--- src/rtl/byte_div_seq_if.sv ---
// Start/busy/done handshake and operand/result bus for byte_div_seq.
interface byte_div_seq_if;
  logic       start;
  logic [7:0] a;
  logic [7:0] b;
  logic       busy;
  logic       done;
  logic [7:0] q;
  logic [7:0] r;
  logic       dz;

  modport master (output start, a, b, input busy, done, q, r, dz);
  modport slave  (input start, a, b, output busy, done, q, r, dz);
endinterface

--- src/rtl/byte_div_seq.sv ---
// Sequential 8-bit restoring divider: one ripple-borrow trial subtraction per clock.
// Optional BYTE_DIV_SIGNED_EN: two's complement operands with sign fix-up in PREP/FIN.
module byte_div_seq #(
  parameter logic [7:0] DIVZ_QUOT   = 8'hFF,
  parameter bit         DONE_STICKY = 1'b0
) (
  input logic          clk,
  input logic          rst,
  byte_div_seq_if.slave bus
);

  localparam logic [2:0] S_IDLE = 3'd0;
  localparam logic [2:0] S_PREP = 3'd1;
  localparam logic [2:0] S_RUN  = 3'd2;
  localparam logic [2:0] S_FIN  = 3'd3;
  localparam logic [2:0] S_DONE = 3'd4;

  // byteSub: 8-bit ripple-borrow subtractor, borrow-in tied 0; returns {borrow_out, diff}
  function automatic logic [8:0] byte_sub(input logic [7:0] x, input logic [7:0] y);
    logic       bw;
    logic [7:0] d;
    bw = 1'b0;
    d  = '0;
    for (int unsigned i = 0; i < 8; i++) begin
      d[i] = x[i] ^ y[i] ^ bw;
      bw   = (~x[i] & y[i]) | (~(x[i] ^ y[i]) & bw);
    end
    return {bw, d};
  endfunction

  logic [2:0] state_q, state_d;
  logic [7:0] a_q, a_d, b_q, b_d;
  logic [8:0] r9_q, r9_d;
  logic [7:0] quo_q, quo_d;
  logic [2:0] cnt_q, cnt_d;
  logic [7:0] q_q, q_d, r_q, r_d;
  logic       dz_q, dz_d;
  logic       done_q, done_d;

  logic [7:0] mag_a, mag_b, fin_q, fin_r;
  logic [8:0] r9_sh;
  logic [8:0] sub;
  logic       ok;

`ifdef BYTE_DIV_SIGNED_EN
  // -128 negates to 8'h80, which reads correctly as magnitude 128
  assign mag_a = a_q[7] ? (8'd0 - a_q) : a_q;
  assign mag_b = b_q[7] ? (8'd0 - b_q) : b_q;
  assign fin_q = (a_q[7] ^ b_q[7]) ? (8'd0 - quo_q) : quo_q;
  assign fin_r = a_q[7] ? (8'd0 - r9_q[7:0]) : r9_q[7:0];
`else
  assign mag_a = a_q;
  assign mag_b = b_q;
  assign fin_q = quo_q;
  assign fin_r = r9_q[7:0];
`endif

  assign r9_sh = {r9_q[7:0], quo_q[7]};
  assign sub   = byte_sub(r9_sh[7:0], mag_b);
  assign ok    = r9_sh[8] | ~sub[8];

  always_comb begin
    state_d = state_q;
    a_d     = a_q;
    b_d     = b_q;
    r9_d    = r9_q;
    quo_d   = quo_q;
    cnt_d   = cnt_q;
    q_d     = q_q;
    r_d     = r_q;
    dz_d    = dz_q;
    done_d  = done_q;
    case (state_q)
      S_IDLE: begin
        if (bus.start) begin
          a_d     = bus.a;
          b_d     = bus.b;
          done_d  = 1'b0;
          state_d = S_PREP;
        end
      end
      S_PREP: begin
        if (b_q == 8'd0) begin
          q_d     = DIVZ_QUOT;
          r_d     = a_q;
          dz_d    = 1'b1;
          done_d  = 1'b1;
          state_d = S_DONE;
        end else begin
          r9_d    = '0;
          quo_d   = mag_a;
          cnt_d   = 3'd7;
          dz_d    = 1'b0;
          state_d = S_RUN;
        end
      end
      S_RUN: begin
        r9_d  = ok ? {1'b0, sub[7:0]} : r9_sh;
        quo_d = {quo_q[6:0], ok};
        cnt_d = cnt_q - 3'd1;
        if (cnt_q == 3'd0) state_d = S_FIN;
      end
      S_FIN: begin
        q_d     = fin_q;
        r_d     = fin_r;
        done_d  = 1'b1;
        state_d = S_DONE;
      end
      S_DONE: begin
        if (!DONE_STICKY) done_d = 1'b0;
        state_d = S_IDLE;
      end
      default: state_d = S_IDLE;
    endcase
  end

  always_ff @(posedge clk) begin
    if (rst) begin
      state_q <= S_IDLE;
      a_q     <= '0;
      b_q     <= '0;
      r9_q    <= '0;
      quo_q   <= '0;
      cnt_q   <= '0;
      q_q     <= '0;
      r_q     <= '0;
      dz_q    <= 1'b0;
      done_q  <= 1'b0;
    end else begin
      state_q <= state_d;
      a_q     <= a_d;
      b_q     <= b_d;
      r9_q    <= r9_d;
      quo_q   <= quo_d;
      cnt_q   <= cnt_d;
      q_q     <= q_d;
      r_q     <= r_d;
      dz_q    <= dz_d;
      done_q  <= done_d;
    end
  end

  assign bus.busy = (state_q == S_PREP) || (state_q == S_RUN) || (state_q == S_FIN);
  assign bus.done = done_q;
  assign bus.q    = q_q;
  assign bus.r    = r_q;
  assign bus.dz   = dz_q;

endmodule

--- src/flat_wrapper.sv ---
// flat-port wrapper written by rule: the top's interface ports become plain ports
module byte_div_seq_flat 
#(
  parameter logic [7:0] DIVZ_QUOT   = 8'hFF,
  parameter bit         DONE_STICKY = 1'b0
)
  (clk, rst, bus_start, bus_a, bus_b, bus_busy, bus_done, bus_q, bus_r, bus_dz);
  byte_div_seq_if bus_i ();
  input logic clk;
  input logic rst;
  input wire logic [$bits(bus_i.start)-1:0] bus_start;
  input wire logic [$bits(bus_i.a)-1:0] bus_a;
  input wire logic [$bits(bus_i.b)-1:0] bus_b;
  output wire logic [$bits(bus_i.busy)-1:0] bus_busy;
  output wire logic [$bits(bus_i.done)-1:0] bus_done;
  output wire logic [$bits(bus_i.q)-1:0] bus_q;
  output wire logic [$bits(bus_i.r)-1:0] bus_r;
  output wire logic [$bits(bus_i.dz)-1:0] bus_dz;
  assign bus_i.start = bus_start;
  assign bus_i.a = bus_a;
  assign bus_i.b = bus_b;
  assign bus_busy = bus_i.busy;
  assign bus_done = bus_i.done;
  assign bus_q = bus_i.q;
  assign bus_r = bus_i.r;
  assign bus_dz = bus_i.dz;
  byte_div_seq #(.DIVZ_QUOT(DIVZ_QUOT), .DONE_STICKY(DONE_STICKY)) u_core (.clk(clk), .rst(rst), .bus(bus_i));
endmodule
--- config.mk ---
export PLATFORM = sky130hd
export DESIGN_NAME = byte_div_seq_flat
export DESIGN_NICKNAME = d
export VERILOG_FILES = /design/src/rtl/byte_div_seq_if.sv /design/src/rtl/byte_div_seq.sv /design/src/flat_wrapper.sv
export SDC_FILE = /design/constraint.sdc
export NUM_CORES = 1
export LEC_CHECK = 0
export BUFFER_PORTS_ARGS = -buffer_cell sky130_fd_sc_hd__buf_2
export CORE_UTILIZATION = 42
export DETAILED_ROUTE_END_ITERATION = 8
export GPL_TIMING_DRIVEN = 0
export PLACE_DENSITY_LB_ADDON = 0.1
export SLEW_MARGIN = 20
export SYNTH_ARGS = -nofsm -noshare
export SYNTH_HDL_FRONTEND = slang
export SYNTH_SLANG_ARGS = --single-unit
--- constraint.sdc ---
create_clock -name clk -period 5.3 [get_ports clk]
set_input_delay 0.265 -clock clk [delete_from_list [all_inputs] [get_ports clk]]
set_output_delay 0.265 -clock clk [all_outputs]
set_load 0.02 [all_outputs]
* Yosys cells after proc, flatten, opt, wreduce, memory -nomap -nowiden
Index checks and enable logic that the tools add are counted.
** Word-level totals
- Register bits after elaboration :: 56
- Input bits :: 19
- Output and inout port bits :: 19
- Word-level logic and storage cells :: 105
** Operators by class
- Add/subtract/negate cells :: 1
- Eq/ne operators :: 8
- Mux-type cells :: 19
- Bitwise logic cells :: 54
- Reductions and logical operators :: 13
** Operators by type and width (number)
- 8-bit case mux with 2 select lines :: 4
- 8-bit 2-to-1 mux :: 5
- 1-bit NOT :: 16
- 1-bit bitwise AND :: 15
- 1-bit bitwise XOR :: 15
- 3-bit 2-to-1 mux :: 4
- 3-bit case mux with 4 select lines :: 1
- 8-bit zero test :: 1
- 1-bit OR :: 8
- 2-bit AND reduction :: 4
- 3-bit by 2-bit equality test with 1-bit output (second input constant) :: 2
- 3-bit zero test :: 2
- 3-bit case mux with 2 select lines :: 1
- 2-bit by 1-bit != test with 1-bit output (second input constant) :: 2
- 2-bit != test (second input constant) :: 2
- 1-bit case mux with 4 select lines :: 1
- 2-bit nonzero test :: 2
- 4-bit nonzero test :: 1
- 3-bit by 1-bit equality test with 1-bit output (second input constant) :: 1
- 3-bit equality test (second input constant) :: 1
- 1-bit 2-to-1 mux :: 3
- 3-bit AND reduction :: 1
- 3-bit by 1-bit subtractor with 3-bit output (second input constant) :: 1
- 1-bit logical OR :: 2

* Logic depth before layout (Yosys ltp)
Gate-level depths: netlist (run 1).
- Word-level depth :: 20
- Depth in mapped cells :: 14
- Mapped depth without buffers :: 13

* Worst setup path after synthesis (run 1)
OpenSTA, ideal clock, no wires.
- Kind :: register to register
- Start :: register u_core.quo_q[7] (netlist: u_core.fin_q[7])
- End :: register u_core.r9_q[0]
- Data arrival time :: 3.825 ns
- Path slack :: 1.339 ns
- Stages on the path, launching flop included :: 14
- Cells stage by stage :: dfxtp_1 > inv_1 > ha_1 > fa_1 > fa_1 > fa_1 > fa_1 > fa_1 > fa_1 > fa_1 > nor2b_1 > clkbuf_1 > a21oi_1 > o32ai_1
** On the way
- Longest elaborated chain between the ends :: 20
** RTL lines
- from (decl) :: line byte_div_seq.sv:34 : logic [7:0] quo_q, quo_d;
- from (signal assigned) :: line byte_div_seq.sv:134 : quo_q <= quo_d;
- 1-bit NOT :: line byte_div_seq.sv:26 : bw = (~x[i] & y[i]) | (~(x[i] ^ y[i]) & bw);
- 1-bit bitwise AND (2 in a row) :: line byte_div_seq.sv:26
- 1-bit OR :: line byte_div_seq.sv:26
- 1-bit bitwise AND :: line byte_div_seq.sv:26
- 1-bit OR :: line byte_div_seq.sv:26
- 1-bit bitwise AND :: line byte_div_seq.sv:26
- 1-bit OR :: line byte_div_seq.sv:26
- 1-bit bitwise AND :: line byte_div_seq.sv:26
- [... 3 more ...]
- 1-bit bitwise AND :: line byte_div_seq.sv:26
- 1-bit OR :: line byte_div_seq.sv:26
- 1-bit bitwise AND :: line byte_div_seq.sv:26
- 1-bit OR :: line byte_div_seq.sv:26
- 1-bit NOT :: line byte_div_seq.sv:60 : assign ok = r9_sh[8] | ~sub[8];
- 1-bit OR :: line byte_div_seq.sv:60
- 8-bit 2-to-1 mux * :: line byte_div_seq.sv:98 : r9_d = ok ? {1'b0, sub[7:0]} : r9_sh;
- 8-bit case mux with 2 select lines * :: line byte_div_seq.sv:73 : case (state_q)
- to (signal assigned) :: line byte_div_seq.sv:133 : r9_q <= r9_d;
- to (decl) :: line byte_div_seq.sv:33 : logic [8:0] r9_q, r9_d;
Every way passes the cells marked *; elsewhere a longest branch is shown, timed or not.
A chain may end at the register's enable or synchronous reset.

* Final worst setup path (run 1)
- Start :: register u_core.quo_q[7] (netlist: u_core.fin_q[7])
- End :: register u_core.r9_q[1]
** On the way
- Longest elaborated chain between the ends :: 20
** RTL lines (line)
- 1-bit NOT * :: byte_div_seq.sv:26
- 1-bit bitwise AND * :: byte_div_seq.sv:26
- 1-bit bitwise AND :: byte_div_seq.sv:26
- 1-bit OR :: byte_div_seq.sv:26
- 1-bit bitwise AND :: byte_div_seq.sv:26
- 1-bit OR :: byte_div_seq.sv:26
- 1-bit bitwise AND :: byte_div_seq.sv:26
- 1-bit OR :: byte_div_seq.sv:26
- [... 4 more ...]
- 1-bit bitwise AND :: byte_div_seq.sv:26
- 1-bit OR :: byte_div_seq.sv:26
- 1-bit bitwise AND :: byte_div_seq.sv:26
- 1-bit OR :: byte_div_seq.sv:26
- 1-bit NOT :: byte_div_seq.sv:60
- 1-bit OR :: byte_div_seq.sv:60
- 8-bit 2-to-1 mux * :: byte_div_seq.sv:98
- 8-bit case mux with 2 select lines * :: byte_div_seq.sv:73
Marked as above.

==> results of run 1 <==
registers in the layout, indices dropped and copies added (netlist names):
name / cells
u_core.cnt_q: 3
u_core.bus.dz: 1
u_core.bus.q: 8
u_core.b_q: 8
u_core.r9_q: 8
u_core.bus.done: 1
u_core.state_q: 3
u_core.fin_q: 8
u_core.bus.r: 8
u_core.a_q: 8
how the worst max path moves through the flow:
stage	to
2_1_floorplan	u_core.r9_q[0]
3_3_place_gp	u_core.r9_q[4]
3_5_place_dp	u_core.r9_q[4]
4_1_cts	u_core.r9_q[1]
5_1_grt	u_core.r9_q[5]
6_report	u_core.r9_q[1]
Yosys cell counts (7+ instances only):
master	number	area, sq um
a21oi_1	36	180
inv_1	13	48.8
clkbuf_1	17	63.8
fa_1	7	140
a211oi_1	10	75.1
nand2_1	38	143
dfxtp_1	56	1120
nor2_1	43	161
a2111oi_0	8	70.1
nor3_1	13	65.1
mux2i_1	10	100
o32ai_1	7	61.3
tightest hold or removal path, stage by stage:
cell,delay [ps]
buf_2,100
nand2_1,40
a21oi_1,50
per-stage QoR:
step           instance area (sq um)  cells
3_5_place_dp                    2770    402
4_1_cts                         2890    410
6_report                        2890    410
2_1_floorplan                   2500    294
3_3_place_gp                    2770    402
5_1_grt                         2890    410
final cells by class:
class                   count  area (sq um)  share of cell area [%]
plain buffers              21          90.1                    3.12
clock buffers               6          82.6                    2.86
clock inverters             2          38.8                    1.34
inverters                  13          48.8                    1.69
multi-input cells         204          1240                    42.9
flip-flops and latches     56          1120                    38.8
well taps                  72          90.1                    3.12
repair buffers             36           180                    6.23
power breakdown:
part | switching (mW) | internal (mW)
combinational | 0.157 | 0.100
clock | 0.143 | 0.155
sequential | 0.0307 | 0.464
cell families (layout without fill, tap and decap cells):
| family | after synthesis | in the layout | share of synthesized area, % |
|---|---|---|---|
| simple gates | 111 | 111 | 19.6 |
| compound gates | 72 | 72 | 18.5 |
| flops | 56 | 56 | 44.9 |
| buf+inv | 34 | 78 | 5.56 |
| fa+ha+maj | 10 | 10 | 7.11 |
| mux | 10 | 10 | 4.01 |
| xor+xnor | 1 | 1 | 0.351 |
layer usage:
metal,part of all wire [%],up-vias,global-route usage [%]
li1,-,1111,-
met1,49,958,28.3
met2,46,50,32.7
met3,3.7,6,2.87
met4,1.1,0,6.55
met5,0,-,0
==> reports/qor.log, run 1 <==
qor: route.drt_first_iter_violations 122
qor: hold_path.hold_path_depth 3
qor: clock_network.post_cts_buffers 0
qor: final_layout.fillerInstances 583
qor: clock_network.clk_latency 320 ps
qor: placed_design.finalWeightedCongestion 0.822
qor: grt.grt_start_max_net_pins 18
qor: sta.final-max-slew-violation-count 0
qor: route.route.detailed.vias_per_inst 5.18
qor: sta.final-setup-viol-count 0
qor: floorplan.floorplan.initialDensity 44.6%
qor: placed_design.dp_hpwl 4340 um
qor: final_layout.n_antenna_cell 0
qor: synth.synth_area 2500 sq um
qor: critical_path.worst_r2r_startpoint u_core.fin_q[7]
qor: route.routed-via-count 2,125
qor: power.post-layout-total-power 1.05 mW
qor: floorplan.die_width 79.1 um
qor: critical_path.crit_path_start u_core.fin_q[7]
qor: clock_network.cts.reportedPaths.clkPinSlew 110 ps
qor: route.antenna_violating_nets_post_route 0
qor: clock_network.cts_tree done
qor: critical_path.worstPathArrival 4500 ps
qor: hold_path.min-delay-start bus_a[2]
qor: sta.hold_ws 169 ps
qor: floorplan.fp.dieH 79.1 um
qor: clock_network.cts_resized 0
qor: sta.finalCritPeriodShare 81.7%
qor: floorplan.design.core.area 5610 sq um
qor: clock_network.cts_buffer_depth 2
qor: grt.grt_first_pass_wirelength 9840 um
qor: critical_path.timing.critical_path.cells inv_1, ha_1, fa_1, fa_1, fa_1, fa_1, fa_1, fa_1, fa_1, nor2b_1, clkbuf_1, a21oi_1, o32ai_1
qor: clock_network.ctsHoldBuffers 0
qor: grt.grt_overflow 0
qor: critical_path.worstSetupEndpointType register
qor: power.irDropWorstVdd 0.174 mV
qor: route.routed_wirelength 5780 um
qor: critical_path.timing.critical_path.required 5470 ps
qor: grt.number_of_antenna_violations_at_the_first_check_in_global_routing 0
qor: final_layout.final_core_util 51.5%
qor: route.post-route-drc-count 0
qor: hold_path.path_category_of_the_worst_min_delay_check in2reg
qor: final_layout.mostFrequentLayoutCell dfxtp_1
qor: critical_path.critPathMaxStageDelay 410 ps
qor: power.lkg_pwr 1.14 nW
qor: grt.grt_use_total 20.4%
qor: critical_path.cp_num_buf_inv 2
qor: floorplan.num_rows 27
qor: hold_path.worstHoldEndpoint u_core.a_q[2]
qor: route.drtPass1Iterations 4
qor: synth.synth_area_per_cell 8.50 sq um
qor: synth.synth_enable_flop_cells 0
qor: final_layout.final_cell_mix dfxtp_1, nor2_1, buf_2
qor: critical_path.critical_path_depth 13
qor: placed_design.buffer_ports.inserted 36
qor: final_layout.final_net_count 366
qor: sta.unrepaired_setup_endpoints_after_global_routing false
qor: synth.synth-main-ff-cell dfxtp_1
qor: synth.yosys_warnings 0
qor: grt.grt_pass1_vias 2,006
qor: synth.asyncSetResetFlopFracSynth 0%
qor: sta.worst_slew_pin_slew 789 ps
qor: synth.yosys_register_bits 56
qor: sta.hold_viol 0
qor: job.drv.max_cap_violation_count 0
qor: synth.ys_types 33
qor: placed_design.dp_worst_setup_slack 1020 ps
qor: critical_path.regToRegEndpoint u_core.r9_q[1]
qor: floorplan.io_pins 38
qor: critical_path.setup.worst_path.class reg2reg
qor: sta.skew 18.5 ps
qor: synth.synth.net_count 323
qor: synth.syn_inst 294
qor: sta.relSlewSlack 47.4%
qor: route.route.detailed.wl_per_inst 14.1 um
qor: clock_network.clock_tree.root_cell clkbuf_8
qor: clock_network.clock_net_sink_count 56
qor: sta.postLayoutSetupSlackWorst 970 ps
qor: status.outcome finished clean
qor: power.power_density 363 nW/um^2
qor: sta.final.min_clock_period 4330 ps
qor: critical_path.reg2reg_setup_slack 970 ps
qor: critical_path.r2r.worst_path.cells 13
qor: sta.max_freq 0.231 GHz
qor: critical_path.critical-path-top-delay-family adder cells
qor: sta.setup-tns-final 0 ps
qor: clock_network.tritoncts.num_buffers 5
qor: critical_path.setup.worst_path.start_class register
qor: critical_path.worstPathMaxFanout 10
qor: clock_network.max_h_tree_level 2
qor: floorplan.die-area 6260 sq um
qor: synth.synth_seq_area_share 44.9%
qor: critical_path.timing.critical_path.slowest_stage_cell fa_1
qor: final_layout.layout-area-overhead-vs-synth 15.7%
qor: final_layout.drive_above_1_share 14.8%
qor: critical_path.critical-path-top-cell-by-count fa_1
Note: power is estimated with default switching activity, not from simulation.
==> inputs of run 2 (changes only) <==
==> constraint.sdc (replaced) <==
create_clock -name clk -period 3.97 [get_ports clk]
set_input_delay 0.1985 -clock clk [delete_from_list [all_inputs] [get_ports clk]]
set_output_delay 0.1985 -clock clk [all_outputs]
set_load 0.02 [all_outputs]
==> reports/qor.log, run 2 (synthesized netlist as in run 1, its figures left out) <==
qor: hold_path.worstHoldEndpoint u_core.a_q[1]
qor: route.routed_wirelength 5830 um
qor: sta.hold_viol 0
qor: floorplan.num_rows 27
qor: grt.gr-max-usage-layer met2
qor: final_layout.drive_above_1_share 18.0%
qor: floorplan.die_width 79.1 um
qor: grt.grt_first_pass_wirelength 9850 um
qor: floorplan.fp.dieH 79.1 um
qor: placed_design.dp_worst_setup_slack -309 ps
qor: route.route.detailed.vias_per_inst 5.23
qor: power.lkg_pwr 1.15 nW
qor: final_layout.final-instance-count-excl-fill 410
qor: critical_path.worstPathArrival 4030 ps
qor: clock_network.post_cts_buffers 0
qor: grt.grt_pass1_vias 2,005
qor: floorplan.die-area 6260 sq um
qor: floorplan.floorplan.initialDensity 44.6%
qor: final_layout.final_net_count 366
qor: sta.postLayoutSetupSlackWorst 101 ps
qor: hold_path.hold_path_depth 3
qor: sta.final-max-slew-violation-count 0
qor: critical_path.r2r.worst_path.cells 13
qor: critical_path.worst_r2r_startpoint u_core.fin_q[7]
qor: critical_path.reg2reg_setup_slack 100 ps
qor: sta.worst_slew_pin_slew 789 ps
qor: critical_path.cp_num_buf_inv 2
qor: floorplan.io_pins 38
qor: placed_design.dp_hpwl 4340 um
qor: sta.final.min_clock_period 3870 ps
qor: critical_path.timing.critical_path.cells inv_1, ha_2, fa_2, fa_2, fa_1, fa_2, fa_2, fa_2, fa_2, nor2b_4, clkbuf_8, a21oi_1, o32ai_1
qor: hold_path.min-delay-start bus_a[1]
qor: floorplan.design.core.area 5610 sq um
qor: power.power_density 485 nW/um^2
qor: clock_network.ctsHoldBuffers 0
qor: placed_design.buffer_ports.inserted 36
qor: clock_network.cts_tree done
qor: final_layout.layout-area-overhead-vs-synth 17.3%
qor: job.drv.max_cap_violation_count 0
qor: final_layout.final_cell_mix dfxtp_1, nor2_1, buf_2
qor: grt.grt_util_met2 32.8%
qor: sta.max_freq 0.258 GHz
qor: critical_path.worstSetupEndpointType register
qor: sta.skew 13.9 ps
qor: sta.final-setup-viol-count 0
qor: critical_path.timing.critical_path.slowest_stage_cell fa_1
qor: status.outcome finished clean
qor: clock_network.tritoncts.num_buffers 5
qor: clock_network.clk_latency 310 ps
qor: critical_path.regToRegEndpoint u_core.r9_q[1]
qor: grt.grt_use_met1 28.4%
qor: sta.finalCritPeriodShare 97.5%
qor: clock_network.clock_tree.root_cell clkbuf_8
qor: grt.number_of_antenna_violations_at_the_first_check_in_global_routing 0
qor: placed_design.finalWeightedCongestion 0.822
qor: clock_network.clock_net_sink_count 56
qor: power.irDropWorstVdd 0.232 mV
qor: critical_path.critical-path-top-cell-by-count fa_2
qor: route.post-route-drc-count 0
qor: critical_path.setup.worst_path.start_class register
qor: placed_design.post_dp_cell_area 2770 sq um
qor: grt.grt_overflow 0
qor: grt.grt_start_max_net_pins 18
qor: sta.hold_ws 108 ps
qor: final_layout.n_antenna_cell 0
qor: route.drt_first_iter_violations 133
qor: route.antenna_violating_nets_post_route 0
qor: grt.grt_use_met3 2.87%
qor: hold_path.path_category_of_the_worst_min_delay_check in2reg
qor: route.routed-via-count 2,143
qor: placed_design.placedCellCount 402
qor: clock_network.max_h_tree_level 2
qor: route.route.detailed.wl_per_inst 14.2 um
qor: route.drtPass1Iterations 4
qor: sta.setup-tns-final 0 ps
qor: critical_path.critPathMaxStageDelay 380 ps
qor: final_layout.fillerInstances 582
qor: clock_network.cts.reportedPaths.clkPinSlew 110 ps
qor: clock_network.cts_buffer_depth 2
qor: critical_path.setup.worst_path.class reg2reg
qor: grt.grt_use_total 20.5%
qor: final_layout.mostFrequentLayoutCell dfxtp_1
qor: critical_path.critical-path-top-delay-family adder cells
qor: final_layout.design_area 2930 sq um
qor: critical_path.timing.critical_path.required 4130 ps
qor: critical_path.worstPathMaxFanout 10
qor: sta.relSlewSlack 47.4%
## run 2: what timing repair did
item,4_1_cts,5_1_grt
endpoints found under the setup margin,8,8
gates resized for setup,9,5
endpoints found under the hold margin,0,0
## run 2: how the worst max path moves through the flow
| stage | start | endpoint | slack [ps] | depth (start not counted) |
|---|---|---|---|---|
| 2_1_floorplan | u_core.fin_q[7] | u_core.r9_q[0] | 9 | 13 |
| 3_3_place_gp | u_core.fin_q[7] | u_core.r9_q[4] | -320 | 13 |
| 3_5_place_dp | u_core.fin_q[7] | u_core.r9_q[4] | -310 | 13 |
| 4_1_cts | u_core.fin_q[7] | u_core.r9_q[1] | 10 | 13 |
| 5_1_grt | u_core.fin_q[7] | u_core.r9_q[1] | -50 | 13 |
| 6_report | u_core.fin_q[7] | u_core.r9_q[1] | 100 | 13 |
## run 2: through the flow
| stage | utilization (%) | power (mW) |
|---|---|---|
| after floorplan | - | 0.923 |
| after global placement | 49.4 | 1.01 |
| after detailed placement | 49.4 | 1.02 |
| after CTS | 52.0 | 1.43 |
| after global routing | 52.3 | 1.51 |
| final | 52.3 | 1.42 |
## run 2: layout make-up
| class | instances | area, sq um | area share, % |
|---|---|---|---|
| buffer | 21 | 100 | 3.42 |
| clock buffer | 6 | 82.6 | 2.82 |
| clock inverter | 2 | 38.8 | 1.32 |
| inverter | 13 | 48.8 | 1.67 |
| multi-input combinational | 204 | 1270 | 43.3 |
| sequential | 56 | 1120 | 38.3 |
| tap | 72 | 90.1 | 3.07 |
| timing repair buffer | 36 | 180 | 6.15 |
## run 2: worst min-delay path, stage by stage
cell and delay [ps]:
buf_2 90, nand2_1 40, a21oi_1 50
## run 2: metal layers
layer,vias up,part of all wire [%]
met4,0,1.2
met2,65,47
li1,1109,-
met5,-,0
met3,6,4.1
met1,963,48
## run 2: power by group
group          total [mW]  switching, mW  internal (mW)
combinational       0.365          0.216          0.149
sequential          0.661         0.0414          0.619
clock               0.395          0.188          0.207
total                1.42          0.446          0.975
==> inputs of run 3 (changes only) <==
--- a/config.mk
+++ b/config.mk
@@ -5,11 +5,11 @@
 export SDC_FILE = /design/constraint.sdc
 export NUM_CORES = 1
 export LEC_CHECK = 0
+export ABC_AREA = 1
 export BUFFER_PORTS_ARGS = -buffer_cell sky130_fd_sc_hd__buf_2
 export CORE_UTILIZATION = 42
 export DETAILED_ROUTE_END_ITERATION = 8
 export GPL_TIMING_DRIVEN = 0
-export PLACE_DENSITY_LB_ADDON = 0.1
 export SLEW_MARGIN = 20
 export SYNTH_ARGS = -nofsm -noshare
 export SYNTH_HDL_FRONTEND = slang
==> reports/qor.log, run 3 <==
qor: status.outcome finished clean
qor: final_layout.area.sequential 1120 sq um
qor: floorplan.io_pins 38
qor: hold_path.path_category_of_the_worst_min_delay_check in2reg
qor: floorplan.design.core.area 6060 sq um
qor: grt.grt_first_pass_wirelength 10,300 um
qor: synth.yosys.area.top_type_share 41.5%
qor: final_layout.drive_above_1_share 19.6%
qor: route.route.detailed.vias_per_inst 4.83
qor: route.routed_wirelength 6080 um
qor: sta.finalCritPeriodShare 94.8%
qor: power.share_clk_of_total_power 13.2%
qor: critical_path.worstPathArrival 3960 ps
qor: final_layout.multi_input_comb_area 1320 sq um
qor: final_layout.design_area 3100 sq um
qor: sta.hold_viol 0
qor: power.comb_power_share 50.2%
qor: synth.yosys_warnings 0
qor: sta.final-max-slew-violation-count 0
qor: synth.synth_top_cells_by_count nand2_1, nor2_1, dfxtp_1
qor: floorplan.die_width 82.2 um
qor: synth.synth_area_per_cell 7.36 sq um
qor: clock_network.cts.reportedPaths.clkPinSlew 90 ps
qor: route.post-route-drc-count 0
qor: power.power.switching 1.02 mW
qor: synth.synthSimpleGateAreaFrac 24.4%
qor: synth.synth_seq_area_share 41.5%
qor: critical_path.critPathMaxStageDelay 380 ps
qor: synth.synth_area 2700 sq um
qor: final_layout.final-instance-count-excl-fill 488
qor: clock_network.cts_buffer_depth 2
qor: route.drt_first_iter_violations 124
qor: critical_path.timing.critical_path.required 4170 ps
qor: final_layout.n_antenna_cell 0
qor: placed_design.buffer_ports.inserted 37
qor: critical_path.worstSetupEndpointType register
qor: critical_path.cp_num_buf_inv 2
qor: critical_path.timing.critical_path.cells inv_1, ha_1, fa_2, fa_2, fa_2, fa_2, fa_2, fa_2, fa_1, nand2_2, buf_4, nand2_1, o211ai_1, nand2_1, nand2_1, nor2_1
qor: power.lkg_pwr 1.46 nW
qor: synth.synth_most_common_cell nand2_1
qor: sta.unrepaired_setup_endpoints_after_global_routing false
qor: job.drv.max_cap_violation_count 0
qor: power.cell_internal_pwr 1.34 mW
qor: final_layout.final_core_util 51.2%
qor: power.power_density 762 nW/um^2
qor: critical_path.setup.worst_path.start_class register
qor: synth.asyncSetResetFlopFracSynth 0%
qor: synth.synthXorXnorAreaFrac 0%
qor: grt.grt_overflow 0
qor: synth.synth_enable_flop_cells 0
qor: synth.syn_inst 367
qor: final_layout.fillerInstances 626
qor: sta.relSlewSlack 64.8%
qor: synth.yosys_register_bits 56
qor: synth.synth_top_family_by_area simple AND/OR/NAND/NOR gates
qor: sta.final.min_clock_period 3760 ps
qor: power.p_seq_share 36.5%
qor: route.antenna_violating_nets_post_route 0
qor: critical_path.worstPathMaxFanout 7
qor: synth.ys_types 28
qor: final_layout.final_cell_mix nand2_1, nor2_1, dfxtp_1
qor: placed_design.placedCellCount 479
qor: route.drtPass1Iterations 4
qor: power.swShare 43.4%
qor: synth.synth.area.mux_share 0%
qor: route.routed-via-count 2,359
qor: clock_network.clk_latency 300 ps
qor: clock_network.clock_net_sink_count 56
qor: critical_path.setup.worst_path.class reg2reg
qor: synth.netlist_top_cells_area dfxtp_1, nand2_1, nor2_1, o21ai_1, a21oi_1
qor: sta.max_freq 0.266 GHz
qor: synth.synth.net_count 396
qor: sta.final-setup-viol-count 0
qor: synth.synth-adder-area-share 6.58%
qor: route.route.detailed.wl_per_inst 12.5 um
qor: power.post-layout-total-power 2.36 mW
qor: critical_path.critical-path-top-delay-family adder cells
qor: synth.complex_gate_fraction_of_the_synthesized_area 17.1%
qor: final_layout.layout-area-overhead-vs-synth 14.8%
qor: synth.synth_area_leader_cell dfxtp_1
qor: floorplan.num_rows 28
qor: final_layout.mostFrequentLayoutCell nand2_1
qor: grt.grt_start_max_net_pins 16
qor: sta.worst_slew_pin_slew 527 ps
qor: grt.number_of_antenna_violations_at_the_first_check_in_global_routing 0
qor: placed_design.post_dp_cell_area 2980 sq um
qor: clock_network.tritoncts.num_buffers 5
qor: floorplan.floorplan.initialDensity 44.6%
qor: synth.synth-main-ff-cell dfxtp_1
qor: final_layout.final_net_count 441
qor: clock_network.max_h_tree_level 2
qor: critical_path.critical-path-top-cell-by-count fa_2
qor: floorplan.fp.dieH 82.2 um
qor: grt.grt_pass1_vias 2,132
qor: placed_design.dp_hpwl 4630 um
qor: grt.grt_use_total 20.2%
qor: placed_design.dp_worst_setup_slack -240 ps
qor: clock_network.cts_tree done
qor: clock_network.clock_tree.root_cell clkbuf_8
qor: placed_design.finalWeightedCongestion 0.863
qor: sta.postLayoutSetupSlackWorst 205 ps
qor: critical_path.timing.critical_path.slowest_stage_cell fa_1
qor: sta.skew 5.82 ps
qor: power.irDropWorstVdd 0.282 mV
qor: floorplan.die-area 6760 sq um
run 3: changes by cell type after synthesis, sizes merged, moves of 8 or more:
cell     previous run  this run
a2111oi             8         0
a211oi             10         0
nor2               43        60
inv                13        50
nand2              38        71
clkbuf             17         5
o21ai               5        47
mux2i              10         0
nor3               14         0
nand3b              1         9
run 3: per-stage QoR:
step           hold WS [ps]  TNS (ps)
6_report                151         0
5_1_grt                 163         0
4_1_cts                 145         0
3_5_place_dp            448     -1480
3_3_place_gp            443     -1420
2_1_floorplan           373         0
run 3: timing repair:
action	in CTS	in global routing
setup buffers	1	0
resized for setup	4	5
setup endpoints to repair	9	9
pin swaps	1	0
hold buffers	0	0
run 3: layout make-up:
cell class                 instances  area share (%)
multi-input combinational        244            42.4
sequential                        56            36.1
clock buffer                       8            2.90
tap                               75            3.03
timing repair buffer              38            6.21
inverter                          51            6.17
buffer                            16            3.15
run 3: cells by family after synthesis:
| logic type | after synthesis |
|---|---|
| AOI/OAI and AO/OA | 85 |
| adders and majority gates | 10 |
| and+or+nand+nor | 149 |
| DFF | 56 |
| buffers and inverters | 67 |
run 3: path summary, 6_finish.rpt:
kind                     end  cells after the start  slack (ps)            start
max           u_core.r9_q[0]                     16         210  u_core.fin_q[7]
max reg2reg   u_core.r9_q[0]                     16         210  u_core.fin_q[7]
min            u_core.b_q[0]                      3         150         bus_b[0]
min reg2reg  u_core.cnt_q[2]                      2         460  u_core.cnt_q[2]
run 3: power by group through the flow:
stage | registers, mW | clock network [mW] | logic, mW
after floorplan | 0.901 | 0 | 0.822
after global placement | 0.873 | 0 | 1.10
after detailed placement | 0.875 | 0 | 1.11
after CTS | 0.864 | 0.328 | 1.16
after global routing | 0.888 | 0.350 | 1.37
final | 0.863 | 0.312 | 1.19
run 3: tightest hold or removal path: stages:
cell and delay, ps:
buf_2 70, o21ai_1 50, a21oi_1 90
run 3: layer usage:
metal  GRT usage (%)  vias up  wire, um
li1                -     1247         -
met1            28.4     1043      3130
met2            31.4       60      2590
met3            4.18        9       288
met4            4.91        0        74
met5               0        -         0
